File: config.mk
export PLATFORM = sky130hd
export DESIGN_NAME = vesa_stream_decoder_flat
export DESIGN_NICKNAME = d
export VERILOG_FILES = /design/src/rtl/vesa_stream_decoder_if.sv /design/src/rtl/vesa_stream_decoder.sv /design/src/flat_wrapper.sv
export SDC_FILE = /design/constraint.sdc
export NUM_CORES = 1
export LEC_CHECK = 0
export BUFFER_PORTS_ARGS = -buffer_cell sky130_fd_sc_hd__buf_2
export CAP_MARGIN = 20
export CORE_UTILIZATION = 45
export CTS_CLUSTER_DIAMETER = 120
export DETAILED_ROUTE_END_ITERATION = 10
export PLACE_DENSITY = 0.72
export SYNTH_ARGS = -nofsm -noshare
export SYNTH_HDL_FRONTEND = slang
export SYNTH_SLANG_ARGS = --single-unit
File: constraint.sdc
create_clock -name clk -period 1.95 [get_ports clk]
set_clock_uncertainty 0.1 [all_clocks]
set_input_delay 0.39 -clock clk [delete_from_list [all_inputs] [get_ports clk]]
set_output_delay 0.39 -clock clk [all_outputs]
set_load 0.005 [all_outputs]
File: src/rtl/vesa_stream_decoder_if.sv
// Sync/pixel bundle between the video capture front end and the stream decoder.
// The master drives raw syncs and pixels; the slave returns the annotated stream.
interface vesa_stream_decoder_if #(
    parameter int DATA_W = 24,
    parameter int CNT_W  = 12
);
    logic              hsync;
    logic              vsync;
    logic              de;
    logic [DATA_W-1:0] pixel_in;

    logic [DATA_W-1:0] pixel_out;
    logic              pixel_valid;
    logic              h_start;
    logic              h_end;
    logic              v_start;
    logic              v_end;
    logic [CNT_W-1:0]  x_pos;
    logic [CNT_W-1:0]  y_pos;
    logic              line_err;
    logic              frame_err;
    logic              locked;

    modport master (
        output hsync, vsync, de, pixel_in,
        input  pixel_out, pixel_valid, h_start, h_end, v_start, v_end,
        input  x_pos, y_pos, line_err, frame_err, locked
    );

    modport slave (
        input  hsync, vsync, de, pixel_in,
        output pixel_out, pixel_valid, h_start, h_end, v_start, v_end,
        output x_pos, y_pos, line_err, frame_err, locked
    );
endinterface

File: src/rtl/vesa_stream_decoder.sv
// DE-driven sync-to-stream converter: registers pixels one cycle, tags them with
// line/frame markers and coordinates, and verifies the frame format for lock.
module vesa_stream_decoder #(
    parameter int DATA_W    = 24,
    parameter int H_ACTIVE  = 1280,
    parameter int V_ACTIVE  = 720,
    parameter int HSYNC_POL = 1,
    parameter int VSYNC_POL = 1,
    parameter int CNT_W     = 12
) (
    input logic                  clk,
    input logic                  rst,
    vesa_stream_decoder_if.slave vid
);
    typedef enum logic [1:0] {
        IDLE    = 2'd0,
        MEASURE = 2'd1,
        LOCKED  = 2'd2
    } state_t;

    typedef struct packed {
        logic [DATA_W-1:0] pixel;
        logic              valid;
        logic              h_start;
        logic              h_end;
        logic              v_start;
        logic              v_end;
        logic [CNT_W-1:0]  x_pos;
        logic [CNT_W-1:0]  y_pos;
        logic              line_err;
        logic              frame_err;
        logic              locked;
    } out_t;

    localparam logic [CNT_W-1:0] CNT_MAX = {CNT_W{1'b1}};
    localparam logic [CNT_W-1:0] H_LEN   = CNT_W'(H_ACTIVE);
    localparam logic [CNT_W-1:0] H_LAST  = CNT_W'(H_ACTIVE - 1);
    localparam logic [CNT_W-1:0] V_LEN   = CNT_W'(V_ACTIVE);
    localparam logic [CNT_W-1:0] V_LAST  = CNT_W'(V_ACTIVE - 1);
    localparam logic             HS_INV  = (HSYNC_POL == 0);
    localparam logic             VS_INV  = (VSYNC_POL == 0);

    logic             hs_n, vs_n;
    logic             hs_n_q, hs_n_d;
    logic             vs_n_q, vs_n_d;
    logic             de_q, de_d;
    logic             vs_edge, de_rise, de_fall;
    logic             unused_hs_edge;

    logic [CNT_W-1:0] xc_q, xc_d;
    logic [CNT_W-1:0] yc_q, yc_d;
    logic [CNT_W-1:0] pix_idx;
    logic [CNT_W-1:0] yc_eff;
    logic             h_end_hit;
    logic             line_bad;

    state_t           state_q, state_d;
    logic             bad_q, bad_d;
    logic             frame_good;
    logic             frame_err_d;

    out_t             out_q, out_d;

    function automatic logic [CNT_W-1:0] sat_inc(input logic [CNT_W-1:0] v);
        return (v == CNT_MAX) ? v : v + 1'b1;
    endfunction

    // Normalise syncs to active-high before edge detection.
    assign hs_n    = vid.hsync ^ HS_INV;
    assign vs_n    = vid.vsync ^ VS_INV;
    assign hs_n_d  = hs_n;
    assign vs_n_d  = vs_n;
    assign de_d    = vid.de;

    assign vs_edge = vs_n & ~vs_n_q;
    assign de_rise = vid.de & ~de_q;
    assign de_fall = ~vid.de & de_q;
    // Line timing comes from DE; the hsync edge is kept only for observability.
    assign unused_hs_edge = hs_n & ~hs_n_q;

    always_comb begin
        pix_idx   = de_rise ? '0 : xc_q;
        // A vsync edge landing on a pixel makes that pixel's line line 0.
        yc_eff    = vs_edge ? '0 : yc_q;
        h_end_hit = vid.de && (pix_idx == H_LAST);
        line_bad  = de_fall && (xc_q != H_LEN);

        xc_d = xc_q;
        if (de_rise) begin
            xc_d = CNT_W'(1);
        end else if (vid.de) begin
            xc_d = sat_inc(xc_q);
        end

        yc_d = yc_q;
        if (vs_edge) begin
            yc_d = '0;
        end else if (de_fall) begin
            yc_d = sat_inc(yc_q);
        end
    end

    always_comb begin
        state_d     = state_q;
        bad_d       = bad_q;
        frame_err_d = 1'b0;
        frame_good  = (yc_q == V_LEN) && !bad_q && !line_bad;

        case (state_q)
            IDLE: begin
                if (vs_edge) begin
                    state_d = MEASURE;
                    bad_d   = 1'b0;
                end
            end
            MEASURE, LOCKED: begin
                // Excess lines poison the frame now; the error is reported at vsync.
                if (line_bad || (yc_q > V_LEN)) begin
                    bad_d = 1'b1;
                end
                if (vs_edge) begin
                    bad_d = 1'b0;
                    if (frame_good) begin
                        state_d = LOCKED;
                    end else begin
                        state_d     = MEASURE;
                        frame_err_d = 1'b1;
                    end
                end
            end
            default: state_d = IDLE;
        endcase
    end

    always_comb begin
        out_d           = out_q;
        out_d.pixel     = vid.pixel_in;
        out_d.valid     = vid.de;
        out_d.h_start   = de_rise;
        out_d.h_end     = h_end_hit;
        out_d.v_start   = de_rise && (yc_eff == '0) && (state_d != IDLE);
        out_d.v_end     = h_end_hit && (yc_eff == V_LAST) && (state_d != IDLE);
        if (vid.de) begin
            out_d.x_pos = pix_idx;
            out_d.y_pos = yc_eff;
        end
        out_d.line_err  = line_bad && (state_q != IDLE);
        out_d.frame_err = frame_err_d;
        out_d.locked    = (state_d == LOCKED);
    end

    always_ff @(posedge clk) begin
        if (rst) begin
            hs_n_q  <= 1'b0;
            vs_n_q  <= 1'b0;
            de_q    <= 1'b0;
            xc_q    <= '0;
            yc_q    <= '0;
            state_q <= IDLE;
            bad_q   <= 1'b0;
            out_q   <= '0;
        end else begin
            hs_n_q  <= hs_n_d;
            vs_n_q  <= vs_n_d;
            de_q    <= de_d;
            xc_q    <= xc_d;
            yc_q    <= yc_d;
            state_q <= state_d;
            bad_q   <= bad_d;
            out_q   <= out_d;
        end
    end

    assign vid.pixel_out   = out_q.pixel;
    assign vid.pixel_valid = out_q.valid;
    assign vid.h_start     = out_q.h_start;
    assign vid.h_end       = out_q.h_end;
    assign vid.v_start     = out_q.v_start;
    assign vid.v_end       = out_q.v_end;
    assign vid.x_pos       = out_q.x_pos;
    assign vid.y_pos       = out_q.y_pos;
    assign vid.line_err    = out_q.line_err;
    assign vid.frame_err   = out_q.frame_err;
    assign vid.locked      = out_q.locked;
endmodule

File: src/flat_wrapper.sv
// flat-port wrapper written by rule: the top's interface ports become plain ports
module vesa_stream_decoder_flat 
#(
    parameter int DATA_W    = 24,
    parameter int H_ACTIVE  = 1280,
    parameter int V_ACTIVE  = 720,
    parameter int HSYNC_POL = 1,
    parameter int VSYNC_POL = 1,
    parameter int CNT_W     = 12
)
  (clk, rst, vid_hsync, vid_vsync, vid_de, vid_pixel_in, vid_pixel_out, vid_pixel_valid, vid_h_start, vid_h_end, vid_v_start, vid_v_end, vid_x_pos, vid_y_pos, vid_line_err, vid_frame_err, vid_locked);
  vesa_stream_decoder_if #(.DATA_W(DATA_W), .CNT_W(CNT_W)) vid_i ();
  input logic clk;
  input logic rst;
  input wire logic [$bits(vid_i.hsync)-1:0] vid_hsync;
  input wire logic [$bits(vid_i.vsync)-1:0] vid_vsync;
  input wire logic [$bits(vid_i.de)-1:0] vid_de;
  input wire logic [$bits(vid_i.pixel_in)-1:0] vid_pixel_in;
  output wire logic [$bits(vid_i.pixel_out)-1:0] vid_pixel_out;
  output wire logic [$bits(vid_i.pixel_valid)-1:0] vid_pixel_valid;
  output wire logic [$bits(vid_i.h_start)-1:0] vid_h_start;
  output wire logic [$bits(vid_i.h_end)-1:0] vid_h_end;
  output wire logic [$bits(vid_i.v_start)-1:0] vid_v_start;
  output wire logic [$bits(vid_i.v_end)-1:0] vid_v_end;
  output wire logic [$bits(vid_i.x_pos)-1:0] vid_x_pos;
  output wire logic [$bits(vid_i.y_pos)-1:0] vid_y_pos;
  output wire logic [$bits(vid_i.line_err)-1:0] vid_line_err;
  output wire logic [$bits(vid_i.frame_err)-1:0] vid_frame_err;
  output wire logic [$bits(vid_i.locked)-1:0] vid_locked;
  assign vid_i.hsync = vid_hsync;
  assign vid_i.vsync = vid_vsync;
  assign vid_i.de = vid_de;
  assign vid_i.pixel_in = vid_pixel_in;
  assign vid_pixel_out = vid_i.pixel_out;
  assign vid_pixel_valid = vid_i.pixel_valid;
  assign vid_h_start = vid_i.h_start;
  assign vid_h_end = vid_i.h_end;
  assign vid_v_start = vid_i.v_start;
  assign vid_v_end = vid_i.v_end;
  assign vid_x_pos = vid_i.x_pos;
  assign vid_y_pos = vid_i.y_pos;
  assign vid_line_err = vid_i.line_err;
  assign vid_frame_err = vid_i.frame_err;
  assign vid_locked = vid_i.locked;
  vesa_stream_decoder #(.DATA_W(DATA_W), .H_ACTIVE(H_ACTIVE), .V_ACTIVE(V_ACTIVE), .HSYNC_POL(HSYNC_POL), .VSYNC_POL(VSYNC_POL), .CNT_W(CNT_W)) u_core (.clk(clk), .rst(rst), .vid(vid_i));
endmodule
==> impl_metrics.yaml <==
logic_synthesis:
  synth-warning-count: 0
  ys_dominant_reg_cell: "sky130_fd_sc_hd__dfxtp_1"
  number_of_enable_flip_flop_cells_after_synthesis: 0
  post_synthesis_cell_type_count: 47
  yosysSeqAreaShare_pct: 50.1
  postSynthCellCount: 372
  synthesis.area_per_instance_um2: 9.03
  synth.ff_latch_count: 84
  synth_area_um2: 3360
  async_flop_share_pct: 0
  synthesis.nets: 407
sta:
  setup_viol: 0
  setup_total_negative_slack_ns: 0
  rsz0062_at_grt: "false"
  worst_pin_slew_ns: 0.535
  timing.max_slew.rel_slack_pct: 64.2
  max_clock_freq_mhz: 528
  hold_violations: 0
  finalHoldWorstSlack_ns: 0.140
  post-route-period-util_pct: 97.2
  final_max_slew_viol_count: 0
  period_needed_ns: 1.89
floorplan:
  placement_rows: 31
  top_level_ports: 85
  die-width_um: 88.4
  die-area_um2: 7810
  core-area_um2: 7210
  die_h_um: 88.4
  initial_core_util_pct: 46.5
worst_hold_path:
  min-delay-start: "vid_pixel_in[19]"
  min_path_type: "primary input to flop"
  worstHoldEndpoint: "u_core.vid.pixel_out[19]"
  holdPathStages: 2
routing:
  dr.first_iter.drc_count: 187
  via_per_inst: 5.29
  top_metal_layer_carrying_routed_signals: "met4"
  wl_met3_um: 323
  route.antenna.remaining_nets: 0
  dr_pass1_iterations: 6
  wl_per_cell_um: 13.8
  residual_drc: 0
  wl_met1_mm: 3.52
  wl_met2_mm: 4.07
  vias: 3048
  drt-total-wl_mm: 7.97
power:
  pwr-share-clk_pct: 36.8
  sequentialPowerShare_pct: 55.5
  fin_total_pwr_uw: 3190
  power.leakage_uw: 0.00180
  worst_ir_drop_vdd_mv: 0.520
  internal_power_uw: 2450
  power_per_cell_area_nw_per_um2: 756
  netSwitchingPower_uw: 743
  sw_frac_of_total_pct: 23.3
  comb_power_share_pct: 7.7
critical_path:
  timing.critical_path.required_ns: 2.09
  crit_path_category: "flop to flop"
  worstSetupStartpointType: "flop"
  worstPathMaxFanout: 2
  cp.arrival_ns: 2.03
  critical_path.reg2reg.startpoint: "u_core.yc_q[2]"
  timing.reg2reg.setup_slack_ns: 0.06
  timing.reg2reg.worst_path_depth: 5
  rr_endpoint: "u_core.state_q[0]"
  critical_path.endpoint_type: "flop"
clock_network:
  cts-hold-fix-buffers: 0
  clock_insertion_delay_worst_skew_ns: 0.35
  cts.root.buffer_cell: "sky130_fd_sc_hd__clkbuf_8"
  htreeDepth: 3
  cts.reportedPaths.clkPinSlew_ns: 0.09
  cts_buffers: 9
  cts-root-to-sink-buffers: 2
  clock-sinks: 84
  tritoncts: "built"
global_route:
  grt_start_max_net_pins: 55
  grt_antenna_before_repair: 0
  grt_pass1_wl_mm: 12.6
  grt-ovfl-total: 0
  grt_pass1_vias: 2712
  grtUsageTotal_pct: 20.9
final_layout:
  final_nets: 508
  drive_above_1_share_pct: 27.5
  layout.cells.most_common: "sky130_fd_sc_hd__dfxtp_1"
  antenna_cells: 0
  mostFrequentLayoutCells: "84 x sky130_fd_sc_hd__dfxtp_1, 83 x sky130_fd_sc_hd__buf_2, 36 x sky130_fd_sc_hd__a21oi_1"
  fillerInstances: 684
  finalNonFillerCells: 576
  area_growth_pct: 25.9
outcome:
  run_status: "finished clean"
placed_design:
  numPlacedInstances: 560
  place_congestion: 0.880
  io_buffer_count: 83
  detailedPlacementHpwl_mm: 5.71
flow_run:
  drv_cap: 0
## Yosys cell counts, types with 3 or more instances
library cell               number  share of area (%)
sky130_fd_sc_hd__dfxtp_1       84                 50
sky130_fd_sc_hd__a21oi_1       36                5.4
sky130_fd_sc_hd__nand2_1       34                3.8
sky130_fd_sc_hd__nor2b_1       28                5.2
sky130_fd_sc_hd__nand3_1       27                4.0
sky130_fd_sc_hd__nor2_1        18                2.0
sky130_fd_sc_hd__clkbuf_1      17                1.9
sky130_fd_sc_hd__inv_1         11                1.2
sky130_fd_sc_hd__mux2i_1        8                2.4
sky130_fd_sc_hd__nor4_1         8                1.5
sky130_fd_sc_hd__or4_1          8                1.8
sky130_fd_sc_hd__nand4_1        7                1.3
sky130_fd_sc_hd__nor3_1         7                1.0
sky130_fd_sc_hd__or3_1          7                1.3
sky130_fd_sc_hd__ha_1           6                2.2
sky130_fd_sc_hd__o21ai_1        6               0.89
sky130_fd_sc_hd__o31ai_1        6                1.3
sky130_fd_sc_hd__and3_1         4               0.75
sky130_fd_sc_hd__o211ai_1       4               0.89
sky130_fd_sc_hd__and2_1         3               0.56
sky130_fd_sc_hd__buf_1          3               0.34
sky130_fd_sc_hd__nand2b_1       3               0.56
sky130_fd_sc_hd__o21a_1         3               0.67
sky130_fd_sc_hd__o311ai_1       3               0.78
## area by class of cell
cell class	count	area (um2)	share of cell area, %
Timing Repair Buffer	111	638	15.1
Tap cell	99	124	2.93
Clock buffer	11	131	3.11
Multi-Input combinational cell	254	1550	36.7
Inverter	13	48.8	1.15
Clock inverter	4	51.3	1.21
Sequential cell	84	1680	39.8
## worst max-delay path: stages (launching register included)
cell	delay, ns
sky130_fd_sc_hd__dfxtp_1	0.32
sky130_fd_sc_hd__or4_4	0.53
sky130_fd_sc_hd__or4_4	0.46
sky130_fd_sc_hd__buf_4	0.16
sky130_fd_sc_hd__nor3_1	0.14
sky130_fd_sc_hd__a21oi_1	0.09
## power by group through the flow
stage	Combinational (uW)	Sequential, uW	Clock (uW)
after floorplan	137	1820	0
after global placement	237	1810	0
after detailed placement	243	1810	0
after CTS	246	1770	1210
after global routing	274	1780	1270
final	246	1770	1180
## registers in the layout, summed over array words and instances (netlist names)
signal                flops
u_core.vid.frame_err      1
u_core.vid.line_err       1
u_core.bad_q              1
u_core.vid.v_start        1
u_core.xc_q              12
u_core.vid.v_end          1
u_core.vid.pixel_out     24
u_core.vid.x_pos         12
u_core.vs_n_q             1
u_core.de_q               1
u_core.vid.h_end          1
u_core.vid.locked         1
u_core.vid.y_pos         12
u_core.yc_q              12
u_core.vid.h_start        1
u_core.state_q            2
## timing repair
action | in CTS | in global routing
pin swaps | 2 | 1
buffers inserted | 1 | 0
setup endpoints to repair | 1 | 5
resized for setup | 0 | 2
## layer usage
| layer | global-route usage [%] | vias up |
|---|---|---|
| li1 | - | 1528 |
| met1 | 24.9 | 1440 |
| met2 | 36.9 | 74 |
| met3 | 6.06 | 6 |
| met4 | 5.72 | 0 |
| met5 | 0 | - |
## stage by stage
| step | utilization (%) | worst slack [ns] | cell area [um2] |
|---|---|---|---|
| CTS | 58.4 | -0.0165 | 4220 |
| global route | 58.6 | 0.00649 | 4230 |
| global placement | 55.8 | 0.0438 | 4030 |
| detailed placement | 55.8 | 0.0224 | 4030 |
| floorplan | - | 0.0198 | 3360 |
| finish | 58.6 | 0.0552 | 4230 |
## how the worst max path moves through the flow
stage | startpoint | endpoint | slack (ns) | cells past startpoint
after floorplan | u_core.yc_q[3] | u_core.vid.locked | 0.02 | 5
after global placement | u_core.yc_q[2] | u_core.vid.locked | 0.04 | 4
after detailed placement | u_core.yc_q[2] | u_core.vid.locked | 0.02 | 4
after CTS | u_core.yc_q[2] | u_core.vid.locked | -0.02 | 4
after global routing | u_core.yc_q[2] | u_core.vid.locked | 0.006 | 4
final | u_core.yc_q[2] | u_core.state_q[0] | 0.06 | 5
## kinds of logic after synthesis
logic type                 count (synthesis)  synth area share (%)
and+or+nand+nor                          165                  26.8
DFF                                       84                  50.1
AOI/OAI and AO/OA                         74                  14.2
buffers and inverters                     34                  4.02
muxes                                      8                  2.38
adders and majority gates                  6                  2.24
xor gates and xnor gates                   1                 0.261
Power figures use the tool's default switching activity.
